File: config.mk
export PLATFORM = sky130hd
export DESIGN_NAME = div_iter_ctrl_flat
export DESIGN_NICKNAME = d
export VERILOG_FILES = /design/src/rtl/div_iter_ctrl_if.sv /design/src/rtl/div_iter_ctrl.sv /design/src/flat_wrapper.sv
export SDC_FILE = /design/constraint.sdc
export NUM_CORES = 1
export LEC_CHECK = 0
export CELL_PAD_IN_SITES_DETAIL_PLACEMENT = 1
export CELL_PAD_IN_SITES_GLOBAL_PLACEMENT = 2
export CORE_MARGIN = 5
export CORE_UTILIZATION = 34
export DETAILED_ROUTE_END_ITERATION = 10
export MAX_ROUTING_LAYER = met4
export PLACE_DENSITY_LB_ADDON = 0.25
export SLEW_MARGIN = 0
export SYNTH_ARGS = -nofsm -noshare
export SYNTH_HDL_FRONTEND = slang
export SYNTH_SLANG_ARGS = --single-unit
File: constraint.sdc
create_clock -name clk -period 4.74 [get_ports clk]
set_clock_uncertainty 0.2 [all_clocks]
set_input_delay 1.422 -clock clk [delete_from_list [all_inputs] [get_ports clk]]
set_output_delay 1.422 -clock clk [all_outputs]
set_load 0.01 [all_outputs]
File: src/rtl/div_iter_ctrl_if.sv
// Request/response bundle between the EXE stage and the iterative divider.
// The master side is the EXE stage and the slave side is the divider.
interface div_iter_ctrl_if #(
  parameter int WIDTH = 32
);
  logic             in_valid;
  logic             in_ready;
  logic             in_signed;
  logic [WIDTH-1:0] dividend;
  logic [WIDTH-1:0] divisor;
  logic             flush;
  logic             out_valid;
  logic             out_ready;
  logic [WIDTH-1:0] quotient;
  logic [WIDTH-1:0] remainder;
  logic             busy;

  modport master (
    output in_valid, in_signed, dividend, divisor, flush, out_ready,
    input  in_ready, out_valid, quotient, remainder, busy
  );

  modport slave (
    input  in_valid, in_signed, dividend, divisor, flush, out_ready,
    output in_ready, out_valid, quotient, remainder, busy
  );
endinterface

File: src/rtl/div_iter_ctrl.sv
// Radix-2 restoring divider for DIV.W/MOD.W/DIV.WU/MOD.WU, one quotient bit per cycle.
//   state  | meaning
//   IDLE   | ready for a request
//   PREP   | take magnitudes and signs, short-cut divide-by-zero
//   CALC   | WIDTH shift/trial-subtract steps, MSB first
//   FIX    | apply result signs
//   DONE   | result held until the consumer takes it
module div_iter_ctrl #(
  parameter int WIDTH = 32
) (
  input  logic            clk,
  input  logic            resetn,
  div_iter_ctrl_if.slave  bus
);

  localparam int CW = $clog2(WIDTH);

  typedef enum logic [2:0] {
    S_IDLE,
    S_PREP,
    S_CALC,
    S_FIX,
    S_DONE
  } state_t;

  state_t           r_state;
  logic             r_signed;
  logic             r_q_neg;
  logic             r_r_neg;
  logic [WIDTH-1:0] r_dvd_in;
  logic [WIDTH-1:0] r_dsr_in;
  logic [WIDTH-1:0] r_dvd;
  logic [WIDTH-1:0] r_dsr;
  logic [WIDTH:0]   r_prem;
  logic [CW-1:0]    r_cnt;
  logic [WIDTH-1:0] r_quo;
  logic [WIDTH-1:0] r_rmd;
  logic             r_in_ready;
  logic             r_out_valid;
  logic             r_busy;

  logic [WIDTH-1:0] w_dvd_abs;
  logic [WIDTH-1:0] w_dsr_abs;
  logic [WIDTH+1:0] w_shift;
  logic [WIDTH+1:0] w_trial;
  logic             w_qbit;

  assign w_dvd_abs = (r_signed && r_dvd_in[WIDTH-1]) ? -r_dvd_in : r_dvd_in;
  assign w_dsr_abs = (r_signed && r_dsr_in[WIDTH-1]) ? -r_dsr_in : r_dsr_in;

  // Partial remainder stays below |divisor|, so the top bit of the shift is
  // always zero and bit WIDTH+1 of the trial difference is a clean sign.
  assign w_shift = {r_prem, r_dvd[WIDTH-1]};
  assign w_trial = w_shift - {2'b00, r_dsr};
  assign w_qbit  = ~w_trial[WIDTH+1];

  always_ff @(posedge clk) begin
    if (!resetn) begin
      r_state     <= S_IDLE;
      r_signed    <= 1'b0;
      r_q_neg     <= 1'b0;
      r_r_neg     <= 1'b0;
      r_dvd_in    <= '0;
      r_dsr_in    <= '0;
      r_dvd       <= '0;
      r_dsr       <= '0;
      r_prem      <= '0;
      r_cnt       <= '0;
      r_quo       <= '0;
      r_rmd       <= '0;
      r_in_ready  <= 1'b1;
      r_out_valid <= 1'b0;
      r_busy      <= 1'b0;
    end else if (bus.flush) begin
      r_state     <= S_IDLE;
      r_in_ready  <= 1'b1;
      r_out_valid <= 1'b0;
      r_busy      <= 1'b0;
    end else begin
      case (r_state)
        S_IDLE: begin
          if (bus.in_valid) begin
            r_dvd_in   <= bus.dividend;
            r_dsr_in   <= bus.divisor;
            r_signed   <= bus.in_signed;
            r_state    <= S_PREP;
            r_in_ready <= 1'b0;
            r_busy     <= 1'b1;
          end
        end
        S_PREP: begin
          r_q_neg <= r_signed & (r_dvd_in[WIDTH-1] ^ r_dsr_in[WIDTH-1]);
          r_r_neg <= r_signed & r_dvd_in[WIDTH-1];
          if (r_dsr_in == '0) begin
            r_quo       <= '1;
            r_rmd       <= r_dvd_in;
            r_state     <= S_DONE;
            r_out_valid <= 1'b1;
          end else begin
            r_dvd   <= w_dvd_abs;
            r_dsr   <= w_dsr_abs;
            r_prem  <= '0;
            r_cnt   <= '0;
            r_state <= S_CALC;
          end
        end
        S_CALC: begin
          r_prem <= w_qbit ? w_trial[WIDTH:0] : w_shift[WIDTH:0];
          r_dvd  <= {r_dvd[WIDTH-2:0], w_qbit};
          r_cnt  <= r_cnt + CW'(1);
          if (r_cnt == CW'(WIDTH-1)) begin
            r_state <= S_FIX;
          end
        end
        S_FIX: begin
          r_quo       <= r_q_neg ? -r_dvd : r_dvd;
          r_rmd       <= r_r_neg ? -r_prem[WIDTH-1:0] : r_prem[WIDTH-1:0];
          r_state     <= S_DONE;
          r_out_valid <= 1'b1;
        end
        S_DONE: begin
          if (bus.out_ready) begin
            r_state     <= S_IDLE;
            r_out_valid <= 1'b0;
            r_in_ready  <= 1'b1;
            r_busy      <= 1'b0;
          end
        end
        default: begin
          r_state     <= S_IDLE;
          r_out_valid <= 1'b0;
          r_in_ready  <= 1'b1;
          r_busy      <= 1'b0;
        end
      endcase
    end
  end

  assign bus.in_ready  = r_in_ready;
  assign bus.out_valid = r_out_valid;
  assign bus.quotient  = r_quo;
  assign bus.remainder = r_rmd;
  assign bus.busy      = r_busy;

endmodule

File: src/flat_wrapper.sv
// flat-port wrapper written by rule: the top's interface ports become plain ports
module div_iter_ctrl_flat 
#(
  parameter int WIDTH = 32
)
  (clk, resetn, bus_in_valid, bus_in_signed, bus_dividend, bus_divisor, bus_flush, bus_out_ready, bus_in_ready, bus_out_valid, bus_quotient, bus_remainder, bus_busy);
  div_iter_ctrl_if #(.WIDTH(WIDTH)) bus_i ();
  input  logic clk;
  input  logic resetn;
  input wire logic [$bits(bus_i.in_valid)-1:0] bus_in_valid;
  input wire logic [$bits(bus_i.in_signed)-1:0] bus_in_signed;
  input wire logic [$bits(bus_i.dividend)-1:0] bus_dividend;
  input wire logic [$bits(bus_i.divisor)-1:0] bus_divisor;
  input wire logic [$bits(bus_i.flush)-1:0] bus_flush;
  input wire logic [$bits(bus_i.out_ready)-1:0] bus_out_ready;
  output wire logic [$bits(bus_i.in_ready)-1:0] bus_in_ready;
  output wire logic [$bits(bus_i.out_valid)-1:0] bus_out_valid;
  output wire logic [$bits(bus_i.quotient)-1:0] bus_quotient;
  output wire logic [$bits(bus_i.remainder)-1:0] bus_remainder;
  output wire logic [$bits(bus_i.busy)-1:0] bus_busy;
  assign bus_i.in_valid = bus_in_valid;
  assign bus_i.in_signed = bus_in_signed;
  assign bus_i.dividend = bus_dividend;
  assign bus_i.divisor = bus_divisor;
  assign bus_i.flush = bus_flush;
  assign bus_i.out_ready = bus_out_ready;
  assign bus_in_ready = bus_i.in_ready;
  assign bus_out_valid = bus_i.out_valid;
  assign bus_quotient = bus_i.quotient;
  assign bus_remainder = bus_i.remainder;
  assign bus_busy = bus_i.busy;
  div_iter_ctrl #(.WIDTH(WIDTH)) u_core (.clk(clk), .resetn(resetn), .bus(bus_i));
endmodule
Yosys cells after proc, flatten, opt, wreduce, memory -nomap -nowiden
Index checks and enable logic that the tools add are counted.

Flip-flop bits (word level): 239. Logic and storage cells: 85.

$add $sub $neg: 6. Equal/unequal tests: 10. Multiplexer cells: 28. Bitwise operators: 9. Reductions and logical operators: 17.

Operator list (number): $mux 32 (7); $pmux 32 s2 (3); $neg 32->32 (4); $mux 33 (2); $pmux 33 s2 (1); $sub 34x32->34 (1); $logic_not 32->1 (1); $reduce_and 3->1 (7); $pmux 3 s5 (1); $mux 3 (4); $pmux 5 s2 (1); $eq 3x2->1 const B (2); $ne 2x2->1 const B (3); $not 1->1 (6); $pmux 1 s3 (2); $add 5x1->5 const B (1); $eq 5x5->1 const B (1); $mux 1 (5); $mux 5 (1); $ne 2x1->1 const B (2); $pmux 1 s4 (1); $reduce_bool 2->1 (2); $reduce_or 2->1 (2); $eq 3x1->1 const B (1); 7 further kinds (9).

Logic depth before layout (Yosys ltp)
Depth after elaboration: 4. Mapped depth: 14. Depth with buffers taken out: 13.

Least setup slack after synthesis
No wires, ideal clock.

Path type: input-to-reg. Start point: in bus_flush. End point: reg u_core.r_prem[27]. Setup time: 0.125 ns. Arrival: 3.094 ns. Slack: 1.321 ns. Stages on the path: 9. Cells stage by stage: clkbuf_1 > or3_1 > a41oi_1 > nor2_1 > and2_1 > clkbuf_1 > buf_2 > a32oi_1 > o21ai_0.

Longest elaborated chain between the ends: 2.

Ends and longest elaborated chain: start, declared (RTL line flat_wrapper.sv:14) `input wire logic [$bits(bus_i.flush)-1:0] bus_flush;`; $not 1->1 (no source line); $reduce_and 3->1 (no source line); end signal, assigned (RTL line div_iter_ctrl.sv:108) `r_prem <= w_qbit ? w_trial[WIDTH:0] : w_shift[WIDTH:0];`; end, declared (RTL line div_iter_ctrl.sv:34) `logic [WIDTH:0] r_prem;`.

No other way between the ends. A chain may end at the register's enable or synchronous reset.

Worst setup path in the final report
Start point: reg u_core.r_dsr_in[2]. End point: reg u_core.r_rmd[22], in the netlist u_core.bus.remainder[22].

Longest elaborated chain between the ends: 3.

Ends and longest elaborated chain: start, declared (RTL line div_iter_ctrl.sv:31) `logic [WIDTH-1:0] r_dsr_in;`; start signal, assigned (RTL line div_iter_ctrl.sv:84) `r_dsr_in <= bus.divisor;`; $logic_not 32->1 (RTL line div_iter_ctrl.sv:94) `if (r_dsr_in == '0) begin`; $ne 2x1->1 (no source line); $reduce_and 3->1 (no source line); end signal, assigned (RTL line div_iter_ctrl.sv:96) `r_rmd <= r_dvd_in;`; end signal, assigned (RTL line div_iter_ctrl.sv:117) `r_rmd <= r_r_neg ? -r_prem[WIDTH-1:0] : r_prem[WIDTH-1:0];`; end, declared (RTL line div_iter_ctrl.sv:37) `logic [WIDTH-1:0] r_rmd;`.

No other way between the ends.

==> results.sh <==
export IMPL_max_freq_mhz=240.6
export IMPL_dr_pass1_iters=5
export IMPL_whs_endpoint="u_core.r_dsr_in[7]"
export IMPL_place_area_mm2=0.01553
export IMPL_avgSynthCellArea_um2=7.950
export IMPL_ys_ff_latch=239
export IMPL_ant_nets=0
export IMPL_synthArstFlopShare=0
export IMPL_p_leak_nw=6.529
export IMPL_synth_area_leader_cell="dfxtp_1"
export IMPL_cts_tree="done"
export IMPL_r2r_cells=9
export IMPL_use_met1=0.2568
export IMPL_start_util=0.3438
export IMPL_setup_viol=0
export IMPL_synth_fp_nets=1831
export IMPL_remaining_drc_errors=0
export IMPL_die_area_mm2=0.04438
export IMPL_final_setup_tns_ps=0
export IMPL_p_per_area_mw_per_mm2=327.7
export IMPL_yosys_top_cells_area="dfxtp_1 35%, nand2_1 7.6%, a21oi_1 4.9%"
export IMPL_postCtsHoldBufs=0
export IMPL_cts_resized=0
export IMPL_dpl_hpwl_um=33850
export IMPL_wire_per_inst_um=19.33
export IMPL_worst_pin_slew_ps=1080
export IMPL_worstHoldStart="u_core.r_dsr_in[7]"
export IMPL_rrSetupSlack_ps=580
export IMPL_synthCells=1722
export IMPL_grt_overflow=0
export IMPL_grt_pass1_vias=12728
export IMPL_drive_gt1_frac=0.07464
export IMPL_multiInputGateArea_mm2=0.008285
export IMPL_seqCellArea_mm2=0.004785
export IMPL_synth_flop_cell="dfxtp_1"
export IMPL_yosysTopAreaCellShare=0.3495
export IMPL_final_common_cell="nand2_1"
export IMPL_holdPathStages=2
export IMPL_fin_crit_sh=0.8770
export IMPL_yosysSeqAreaShare=0.3495
export IMPL_nets=1907
export IMPL_rsz0062_at_grt="false"
export IMPL_area_growth_synth_to_final_pct=21.23
export IMPL_cts_buffers=30
export IMPL_slew_headroom=0.2801
export IMPL_hold_viol_final=0
export IMPL_io_pins=137
export IMPL_use_met2=0.3479
export IMPL_antenna_cells=0
export IMPL_syn_cell_area_mm2=0.01369
export IMPL_finalWirelength_um=45370
export IMPL_hold_path_class="reg2reg"
export IMPL_cts_root_buffer="clkbuf_16"
export IMPL_grt_max_degree=171
export IMPL_post_cts_buffers=0
export IMPL_h_tree_depth=1
export IMPL_grt_pass1_wl_um=71350
export IMPL_portBuffers=136
export IMPL_clk_pin_slew_ps=60
export IMPL_timing_rr_start="u_core.r_dsr_in[2]"
export IMPL_ys_warn_count=0
export IMPL_run_status="finished, final reports clean"
export IMPL_worstSetupEndpointType="flop"
export IMPL_final_area_mm2=0.01660
export IMPL_ir_worst_vdd_mv=0.2048
export IMPL_via_per_inst=5.317
export IMPL_critical_path_reg2reg_endpoint="u_core.bus.remainder[22]"
export IMPL_coreArea_mm2=0.03982
export IMPL_path_class="reg2reg"
export IMPL_synth_edf_count=0
export IMPL_die_h_um=210.7
export IMPL_ys_types=63
export IMPL_period_needed_ps=4157
export IMPL_setup_worst_path_start_class="flop"
export IMPL_nFillCells=4792
export IMPL_met3_usage=0.02154
export IMPL_drv_cap=0
export IMPL_globalplace_congestion=0.8748
export IMPL_final_cell_mix="276 x nand2_1, 239 x dfxtp_1, 135 x clkdlybuf4s50_1"
export IMPL_grtUsageTotal=0.2030
export IMPL_drv_slew=0
export IMPL_fp_row_count=73
export IMPL_clkLatencyLatePin_ps=580
export IMPL_worstPathArrival_ps=4450
export IMPL_die_x_um=210.7
export IMPL_num_vias=12480
export IMPL_crit_required_ps=5040
export IMPL_max_clock_path_buffers=3
export IMPL_clock_sinks=239
export IMPL_drt_iter0_drc=674
export IMPL_cp_max_fo=30
export IMPL_antenna_found_initial=0
export IMPL_top_usage_layer="met2"
cells by family (layout without fill, tap and decap cells):
| group | Yosys count | in the layout | synth area share |
|---|---|---|---|
| AND/OR/NAND/NOR | 583 | 583 | 0.1953 |
| buffers and inverters | 178 | 278 | 0.04908 |
| adder cells (fa/ha/maj) | 39 | 39 | 0.03619 |
| XOR/XNOR | 146 | 146 | 0.09340 |
| flip-flops | 239 | 239 | 0.3495 |
| multiplexers | 10 | 10 | 0.007312 |
| AO/OA/AOI/OAI | 527 | 527 | 0.2692 |
where the power goes:
| part | switching [mW] | internal, mW |
|---|---|---|
| combinational | 0.504 | 0.347 |
| sequential | 0.0653 | 2.06 |
| clock | 0.954 | 1.51 |
cell type report:
type / count / area share
sequential: 239 / 0.2883
clock buffer: 39 / 0.05028
timing repair buffer: 163 / 0.09559
tap: 525 / 0.03958
multi-input combinational: 1305 / 0.4992
clock inverter: 17 / 0.01372
inverter: 59 / 0.01334
worst max path at each step:
stage               slack (ps)                from                  endpoint  cells after the start
CTS                        550  u_core.r_dsr_in[2]  u_core.bus.remainder[22]                      9
finish                     580  u_core.r_dsr_in[2]  u_core.bus.remainder[22]                      9
floorplan                 1320           bus_flush         u_core.r_prem[27]                      9
global route               290  u_core.r_dsr_in[2]  u_core.bus.remainder[24]                      9
detailed placement         620  u_core.r_dsr_in[2]  u_core.bus.remainder[22]                      9
global placement           690  u_core.r_dsr_in[2]  u_core.bus.remainder[22]                      9
registers in the layout, summed over array words and instances (netlist names):
| signal | count |
|---|---|
| u_core.r_dsr | 32 |
| u_core.bus.in_ready | 1 |
| u_core.r_cnt | 5 |
| u_core.r_dvd_in | 32 |
| u_core.r_dvd | 32 |
| u_core.r_state | 3 |
| u_core.bus.remainder | 32 |
| u_core.r_signed | 1 |
| u_core.r_dsr_in | 32 |
| u_core.r_q_neg | 1 |
| u_core.r_r_neg | 1 |
| u_core.bus.out_valid | 1 |
| u_core.r_prem | 33 |
| u_core.bus.quotient | 32 |
| u_core.bus.busy | 1 |
per-layer routing:
layer | wire, µm | vias to the layer above
met5 | 0 | -
met4 | 1119 | 0
met3 | 1757 | 55
met2 | 22110 | 163
met1 | 20380 | 6034
li1 | - | 6228
Yosys cell counts (3+ instances only):
library cell and count:
and3_1 6, o31a_1 3, mux2i_1 10, or4_1 10, a31oi_1 8, nor4_1 10
buf_2 3, nand4_1 8, xor2_1 73, nor2_1 106, ha_1 38, or3_1 18
o41ai_1 15, o221ai_1 3, a31o_2 3, or3_4 3, xnor2_1 73, clkbuf_1 109
nand2_1 276, nand3b_1 3, nand3_1 30, o211a_1 39, nand2b_1 15, o211ai_1 24
nor3_1 27, inv_1 59, and2_1 9, o31ai_1 24, o21ai_0 82, a21oi_1 133
or2_2 8, a211oi_1 43, buf_1 7, dfxtp_1 239, a21o_1 14, o21a_1 6
a21boi_0 78, nor2b_1 47, o221a_2 29
through the flow:
stage / setup slack [ps] / hold WS (ps) / power (mW) / instances / utilization
final: 583.0 / 270.8 / 5.438 / 2347 / 0.4168
after detailed placement: 618.3 / 263.5 / 3.020 / 2291 / 0.3901
after CTS: 546.1 / 272.2 / 5.511 / 2347 / 0.4168
after floorplan: 1321 / 243.5 / 2.735 / 1722 / -
after global routing: 292.9 / 290.1 / 5.683 / 2347 / 0.4168
after global placement: 691.4 / 253.0 / 3.005 / 2291 / 0.3901
critical path, stage by stage, from the launching register on:
cell and delay, ps:
dfxtp_1 360, nor4_1 600, nand4_1 320, nor3_2 480
and2_1 360, a41oi_1 290, or3_1 820, a211oi_1 410
a21oi_1 70, nor2b_1 140
(Power assumes the default switching activity.)
